`src/rtl/muldiv_seq_32_pkg.sv`:
```
// ============================================================================
// Module   : muldiv_seq_32_pkg
// Brief    : Shared types and constants for the sequential 32-bit mul/div unit.
// Revision : 1.0 - initial release
// ============================================================================
`default_nettype none

package muldiv_seq_32_pkg;

    localparam int DATA_W      = 32;
    localparam int CNT_W       = 6;
    localparam int MULDIV_ITER = 32;

    localparam logic OP_MUL = 1'b0;
    localparam logic OP_DIV = 1'b1;

    localparam logic [CNT_W-1:0] LAST_CNT = CNT_W'(MULDIV_ITER - 1);

    typedef enum logic [1:0] {
        ST_IDLE = 2'd0,
        ST_MUL  = 2'd1,
        ST_DIV  = 2'd2,
        ST_DONE = 2'd3
    } state_t;

endpackage : muldiv_seq_32_pkg

`default_nettype wire

```
`src/rtl/muldiv_seq_32_if.sv`:
```
// ============================================================================
// Module   : muldiv_seq_32_if
// Brief    : Request/response bundle between the control unit and muldiv_seq_32.
// Revision : 1.0 - initial release
// ============================================================================
`default_nettype none

interface muldiv_seq_32_if;
    import muldiv_seq_32_pkg::*;

    logic              start;
    logic              op;
    logic [DATA_W-1:0] a;
    logic [DATA_W-1:0] b;
    logic              busy;
    logic              done;
    logic [DATA_W-1:0] hi;
    logic [DATA_W-1:0] lo;
    logic              dbz;

    modport master (
        output start, op, a, b,
        input  busy, done, hi, lo, dbz
    );

    modport slave (
        input  start, op, a, b,
        output busy, done, hi, lo, dbz
    );

endinterface : muldiv_seq_32_if

`default_nettype wire

```
`src/rtl/muldiv_seq_32_add_sub.sv`:
```
// ============================================================================
// Module   : muldiv_seq_32_add_sub
// Brief    : 32-bit ripple-carry adder/subtractor (i_sna=1 computes a - b).
// Revision : 1.0 - initial release
// ============================================================================
`default_nettype none

module muldiv_seq_32_add_sub
    import muldiv_seq_32_pkg::*;
(
    input  wire logic [DATA_W-1:0] i_a,
    input  wire logic [DATA_W-1:0] i_b,
    input  wire logic              i_sna,
    output logic      [DATA_W-1:0] o_sum,
    output logic                   o_co
);

    logic [DATA_W:0] w_c;

    assign w_c[0] = i_sna;

    // Carry-out of a subtract is the inverted borrow: 1 means a >= b.
    for (genvar i = 0; i < DATA_W; i++) begin : g_bit
        logic w_bx;
        assign w_bx       = i_b[i] ^ i_sna;
        assign o_sum[i]   = i_a[i] ^ w_bx ^ w_c[i];
        assign w_c[i+1]   = (i_a[i] & w_bx) | (w_c[i] & (i_a[i] ^ w_bx));
    end

    assign o_co = w_c[DATA_W];

endmodule : muldiv_seq_32_add_sub

`default_nettype wire

```
`src/rtl/muldiv_seq_32.sv`:
```
// ============================================================================
// Module   : muldiv_seq_32
// Brief    : Sequential unsigned 32x32 shift-add multiply / restoring divide,
//            one shared adder step per cycle. Optional macro MULDIV_DBZ_EN
//            enables early divide-by-zero completion and the dbz flag.
// Revision : 1.0 - initial release
// ============================================================================
`default_nettype none

module muldiv_seq_32
    import muldiv_seq_32_pkg::*;
(
    input  wire logic       clk,
    input  wire logic       rst,
    muldiv_seq_32_if.slave  bus
);

    state_t             state_q, state_d;
    logic [CNT_W-1:0]   cnt_q,   cnt_d;
    logic [DATA_W-1:0]  hi_q,    hi_d;
    logic [DATA_W-1:0]  lo_q,    lo_d;
    logic [DATA_W-1:0]  m_q,     m_d;
    logic               busy_q,  busy_d;
    logic               done_q,  done_d;
`ifdef MULDIV_DBZ_EN
    logic               dbz_q,   dbz_d;
`endif

    logic [DATA_W-1:0]  w_rem;
    logic [DATA_W-1:0]  w_add_a;
    logic [DATA_W-1:0]  w_add_b;
    logic               w_add_sna;
    logic [DATA_W-1:0]  w_sum;
    logic               w_co;

    // Partial remainder shifted left; hi_q[31] is its implicit bit 32.
    assign w_rem = {hi_q[DATA_W-2:0], lo_q[DATA_W-1]};

    always_comb begin
        w_add_a   = '0;
        w_add_b   = '0;
        w_add_sna = 1'b0;
        case (state_q)
            ST_MUL: begin
                w_add_a = hi_q;
                w_add_b = m_q;
            end
            ST_DIV: begin
                w_add_a   = w_rem;
                w_add_b   = m_q;
                w_add_sna = 1'b1;
            end
            default: ;
        endcase
    end

    muldiv_seq_32_add_sub u_add_sub (
        .i_a   (w_add_a),
        .i_b   (w_add_b),
        .i_sna (w_add_sna),
        .o_sum (w_sum),
        .o_co  (w_co)
    );

    always_comb begin
        state_d = state_q;
        cnt_d   = cnt_q;
        hi_d    = hi_q;
        lo_d    = lo_q;
        m_d     = m_q;
`ifdef MULDIV_DBZ_EN
        dbz_d   = 1'b0;
`endif
        case (state_q)
            ST_IDLE, ST_DONE: begin
                if (bus.start) begin
                    hi_d    = '0;
                    lo_d    = bus.a;
                    m_d     = bus.b;
                    cnt_d   = '0;
                    state_d = (bus.op == OP_DIV) ? ST_DIV : ST_MUL;
`ifdef MULDIV_DBZ_EN
                    if (bus.op == OP_DIV && bus.b == '0) begin
                        state_d = ST_DONE;
                        hi_d    = bus.a;
                        lo_d    = '1;
                        dbz_d   = 1'b1;
                    end
`endif
                end else begin
                    state_d = ST_IDLE;
                end
            end
            ST_MUL: begin
                if (lo_q[0]) begin
                    {hi_d, lo_d} = {w_co, w_sum, lo_q[DATA_W-1:1]};
                end else begin
                    {hi_d, lo_d} = {1'b0, hi_q, lo_q[DATA_W-1:1]};
                end
                cnt_d = cnt_q + CNT_W'(1);
                if (cnt_q == LAST_CNT) begin
                    state_d = ST_DONE;
                end
            end
            ST_DIV: begin
                if (hi_q[DATA_W-1] || w_co) begin
                    hi_d = w_sum;
                    lo_d = {lo_q[DATA_W-2:0], 1'b1};
                end else begin
                    hi_d = w_rem;
                    lo_d = {lo_q[DATA_W-2:0], 1'b0};
                end
                cnt_d = cnt_q + CNT_W'(1);
                if (cnt_q == LAST_CNT) begin
                    state_d = ST_DONE;
                end
            end
            default: state_d = ST_IDLE;
        endcase
        busy_d = (state_d == ST_MUL) || (state_d == ST_DIV);
        done_d = (state_d == ST_DONE);
    end

    always_ff @(posedge clk) begin
        if (rst) begin
            state_q <= ST_IDLE;
            cnt_q   <= '0;
            hi_q    <= '0;
            lo_q    <= '0;
            m_q     <= '0;
            busy_q  <= 1'b0;
            done_q  <= 1'b0;
`ifdef MULDIV_DBZ_EN
            dbz_q   <= 1'b0;
`endif
        end else begin
            state_q <= state_d;
            cnt_q   <= cnt_d;
            hi_q    <= hi_d;
            lo_q    <= lo_d;
            m_q     <= m_d;
            busy_q  <= busy_d;
            done_q  <= done_d;
`ifdef MULDIV_DBZ_EN
            dbz_q   <= dbz_d;
`endif
        end
    end

    assign bus.busy = busy_q;
    assign bus.done = done_q;
    assign bus.hi   = hi_q;
    assign bus.lo   = lo_q;
`ifdef MULDIV_DBZ_EN
    assign bus.dbz  = dbz_q;
`else
    assign bus.dbz  = 1'b0;
`endif

endmodule : muldiv_seq_32

`default_nettype wire
```
`src/flat_wrapper.sv`:
```
// flat-port wrapper written by rule: the top's interface ports become plain ports
module muldiv_seq_32_flat import muldiv_seq_32_pkg::*;
  (clk, rst, bus_start, bus_op, bus_a, bus_b, bus_busy, bus_done, bus_hi, bus_lo, bus_dbz);
  muldiv_seq_32_if bus_i ();
  input  wire logic clk;
  input  wire logic rst;
  input wire logic [$bits(bus_i.start)-1:0] bus_start;
  input wire logic [$bits(bus_i.op)-1:0] bus_op;
  input wire logic [$bits(bus_i.a)-1:0] bus_a;
  input wire logic [$bits(bus_i.b)-1:0] bus_b;
  output wire logic [$bits(bus_i.busy)-1:0] bus_busy;
  output wire logic [$bits(bus_i.done)-1:0] bus_done;
  output wire logic [$bits(bus_i.hi)-1:0] bus_hi;
  output wire logic [$bits(bus_i.lo)-1:0] bus_lo;
  output wire logic [$bits(bus_i.dbz)-1:0] bus_dbz;
  assign bus_i.start = bus_start;
  assign bus_i.op = bus_op;
  assign bus_i.a = bus_a;
  assign bus_i.b = bus_b;
  assign bus_busy = bus_i.busy;
  assign bus_done = bus_i.done;
  assign bus_hi = bus_i.hi;
  assign bus_lo = bus_i.lo;
  assign bus_dbz = bus_i.dbz;
  muldiv_seq_32 u_core (.clk(clk), .rst(rst), .bus(bus_i));
endmodule
```
`config.mk`:
```
export PLATFORM = sky130hd
export DESIGN_NAME = muldiv_seq_32_flat
export DESIGN_NICKNAME = d
export VERILOG_FILES = /design/src/rtl/muldiv_seq_32_pkg.sv /design/src/rtl/muldiv_seq_32_if.sv /design/src/rtl/muldiv_seq_32_add_sub.sv /design/src/rtl/muldiv_seq_32.sv /design/src/flat_wrapper.sv
export SDC_FILE = /design/constraint.sdc
export NUM_CORES = 1
export LEC_CHECK = 0
export CORE_MARGIN = 2
export CORE_UTILIZATION = 55
export DETAILED_ROUTE_END_ITERATION = 16
export PLACE_DENSITY = 0.84
export SLEW_MARGIN = 25
export SYNTH_ARGS = -nofsm -noshare
export SYNTH_HDL_FRONTEND = slang
export SYNTH_SLANG_ARGS = --single-unit
```
`constraint.sdc`:
```
create_clock -name clk -period 34.6 [get_ports clk]
set_clock_uncertainty 0.2 [all_clocks]
set_input_delay 6.92 -clock clk [delete_from_list [all_inputs] [get_ports clk]]
set_output_delay 6.92 -clock clk [all_outputs]
set_load 0.005 [all_outputs]
```
==> flow_summary.yaml <==
run_status:
  status: "finished, final reports clean"
timing:
  fin_setup_tns_ns: 0
  period_minus_slack_ns: 16.87
  finalWorstSetupSlack_ns: 17.73
  period_share: 0.488
  rsz0062_at_grt: "no"
  hold_ws_ns: 0.264
  slew_violations: 0
  final-setup-viol-count: 0
  finalHoldViolCount: 0
  tightest_slew_ns: 0.996
  maxSlewHeadroom: 0.336
  max_freq_ghz: 0.0593
worst_setup_path:
  timing.rr.end: "u_core.bus.hi[2]$_SDFFE_PP0P_"
  slowest_delay_ns: 0.63
  critical_path.most_common_cell: "fa_1"
  cp_slowest_cell: "ha_4"
  endpoint_kind: "flop"
  path_delay_family: "adder cells"
  required_ns: 34.61
  path_buf_inv: 3
  r2r_cells: 41
  critPathLaunchType: "flop"
  worst-path-max-fanout: 75
  r2r_slack_ns: 17.73
  r2r_start: "u_core.state_q[0]$_SDFF_PP0_"
  arrival_ns: 16.88
  critPathKind: "reg2reg"
worst_hold_path:
  min_to: "u_core.m_q[7]$_SDFFE_PP0P_"
  hold_start: "u_core.m_q[7]$_SDFFE_PP0P_"
  min_path_type: "reg2reg"
  min_path_cells: 2
yosys:
  synth-main-ff-cell: "dfxtp_1"
  yosysWarningCount: 0
  syn_area_per_cell_sq_um: 9.34
  synth-seq-cells: 106
  async_reset_ff_frac: 0
  syn_nets: 873
  synth-edff-count: 0
  syn_area_sq_mm: 0.00719
  yosysSeqAreaShare: 0.295
  ys_types: 41
  synth_cells: 770
drt:
  routed_wl_mm: 17.9
  drt-initial-drc-count: 726
  met3_length_mm: 1.09
  ant_nets: 0
  post-route-drc-count: 0
  vias_per_cell: 6.17
  met1Wirelength_mm: 8.06
  drt_pass1_iterations: 5
  dr_total_vias: 6266
  dr_wl_met2_mm: 8.46
  drt-wirelength-per-cell_um: 17.6
  top_layer: "met4"
placed_design:
  dp_hpwl_mm: 11.7
  port_buffers: 133
  gp_congestion: 0.894
  place_area_sq_mm: 0.00843
  dp_slack_ns: 17.84
clock_network:
  cts_hold_buf: 0
  clock_sinks: 106
  cts.path.max_buffers: 2
  clkTransAtPathRegs_ns: 0.07
  cts_tree: "built"
  h-tree-depth: 3
  postCtsSetupRepairBufs: 0
  numCtsBuffers: 9
  cts_root_buf: "clkbuf_16"
  post_cts_resized: 0
  clock_latency_ns: 0.35
finish:
  final_cell_mix: "clkdlybuf4s50_1 (131), dfxtp_1 (106), nand2_1 (74)"
  diodes: 0
  drive_above_1_share: 0.135
  area_growth_pct: 22.0
  mostFrequentLayoutCell: "clkdlybuf4s50_1"
  fin_nets: 941
  final_cell_area_sq_mm: 0.00877
floorplanning:
  die_h_um: 118
  initial_utilization: 0.567
  ios: 135
  coreArea_sq_mm: 0.0127
  fp.dieW_um: 118
  die_area_sq_mm: 0.0140
  rows: 41
power_and_ir_drop:
  leakage_nw: 3.25
  power.density_mw_per_mm2: 74.4
  total_power_w: 0.000652
  ir_drop_mv: 0.0685
global_route:
  grt_pass1_wl_mm: 28.7
  track_usage: 0.246
  grt_max_degree: 108
  grt_pass1_vias: 5727
  overflow: 0
  antenna_found_initial: 0
run:
  maxCapViolations: 0
-- worst min-delay path, stage by stage, from the launching register on --
cell and delay [ns]:
dfxtp_1 0.31, nand2_1 0.05, a21oi_1 0.05
-- layout make-up --
type | instances | area [sq um]
inverter | 4 | 15.0
clock buffer | 10 | 239
sequential | 106 | 2120
multi-input combinational | 577 | 4710
tap | 172 | 215
fill | 953 | 3900
timing repair buffer | 140 | 1380
clock inverter | 6 | 88.8
-- state kept, by name, summed over array words and instances (netlist names) --
| signal | count |
|---|---|
| u_core.state_q | 2 |
| u_core.bus.done | 1 |
| u_core.bus.hi | 32 |
| u_core.cnt_q | 6 |
| u_core.bus.busy | 1 |
| u_core.m_q | 32 |
| u_core.bus.lo | 32 |
-- power breakdown --
part	leakage, nW	internal [W]	switching, W	total (W)
registers	0.872	0.000155	0.0000362	0.000191
logic	2.22	0.000168	0.000179	0.000346
clock network	0.160	0.0000657	0.0000485	0.000114
-- metrics by stage --
step | instances | util
4_1_cts | 1015 | 0.692
3_3_place_gp | 999 | 0.666
5_1_grt | 1015 | 0.692
2_1_floorplan | 770 | -
6_report | 1015 | 0.692
3_5_place_dp | 999 | 0.666
-- cell usage after synthesis (2+ instances only) --
cell | number | area share
nor3b_1 | 3 | 0.0031
nor2_1 | 41 | 0.021
a221oi_1 | 36 | 0.044
buf_2 | 15 | 0.010
ha_1 | 4 | 0.0070
a211oi_1 | 33 | 0.034
o21ai_0 | 7 | 0.0049
nor2b_1 | 7 | 0.0061
mux2i_1 | 33 | 0.046
clkbuf_1 | 51 | 0.027
a21boi_0 | 31 | 0.032
nor3_1 | 32 | 0.022
a221oi_2 | 25 | 0.052
nand3_1 | 3 | 0.0021
nand2_1 | 75 | 0.039
nand2b_1 | 31 | 0.027
inv_1 | 4 | 0.0021
mux2_4 | 25 | 0.052
or2_2 | 4 | 0.0035
buf_1 | 11 | 0.0057
xnor2_1 | 32 | 0.039
a22oi_1 | 31 | 0.032
fa_1 | 31 | 0.086
mux2_2 | 31 | 0.049
nand4_1 | 2 | 0.0017
a21oi_1 | 48 | 0.033
buf_6 | 5 | 0.0078
dfxtp_1 | 106 | 0.30
-- layer usage --
layer,vias up,global-route usage
met4,0,0.0768
met2,248,0.391
met1,3062,0.341
met5,-,0
li1,2934,-
met3,22,0.0415
-- kinds of logic (layout without fill, tap and decap cells) --
kind of cell | count (synthesis) | after routing | share of synthesized area
adder cells (fa/ha/maj) | 35 | 35 | 0.0933
AND/OR/NAND/NOR | 203 | 203 | 0.132
AO/OA/AOI/OAI | 217 | 217 | 0.239
buffers and inverters | 87 | 160 | 0.0538
XOR/XNOR | 32 | 32 | 0.0390
flip-flops | 106 | 106 | 0.295
other | 1 | 1 | 0.000522
multiplexers | 89 | 89 | 0.147
-- worst max-delay path by stage --
stage                                 start                             end  slack (ns)  depth (start not counted)
3_5_place_dp   u_core.state_q[0]$_SDFF_PP0_   u_core.bus.hi[2]$_SDFFE_PP0P_       17.84                         41
2_1_floorplan  u_core.state_q[0]$_SDFF_PP0_  u_core.bus.hi[10]$_SDFFE_PP0P_       19.31                         47
6_report       u_core.state_q[0]$_SDFF_PP0_   u_core.bus.hi[2]$_SDFFE_PP0P_       17.73                         41
3_3_place_gp   u_core.state_q[0]$_SDFF_PP0_   u_core.bus.hi[7]$_SDFFE_PP0P_       18.21                         41
5_1_grt        u_core.state_q[0]$_SDFF_PP0_   u_core.bus.hi[2]$_SDFFE_PP0P_       17.17                         41
4_1_cts        u_core.state_q[0]$_SDFF_PP0_   u_core.bus.hi[2]$_SDFFE_PP0P_       17.71                         41
(Power assumes the default switching activity.)
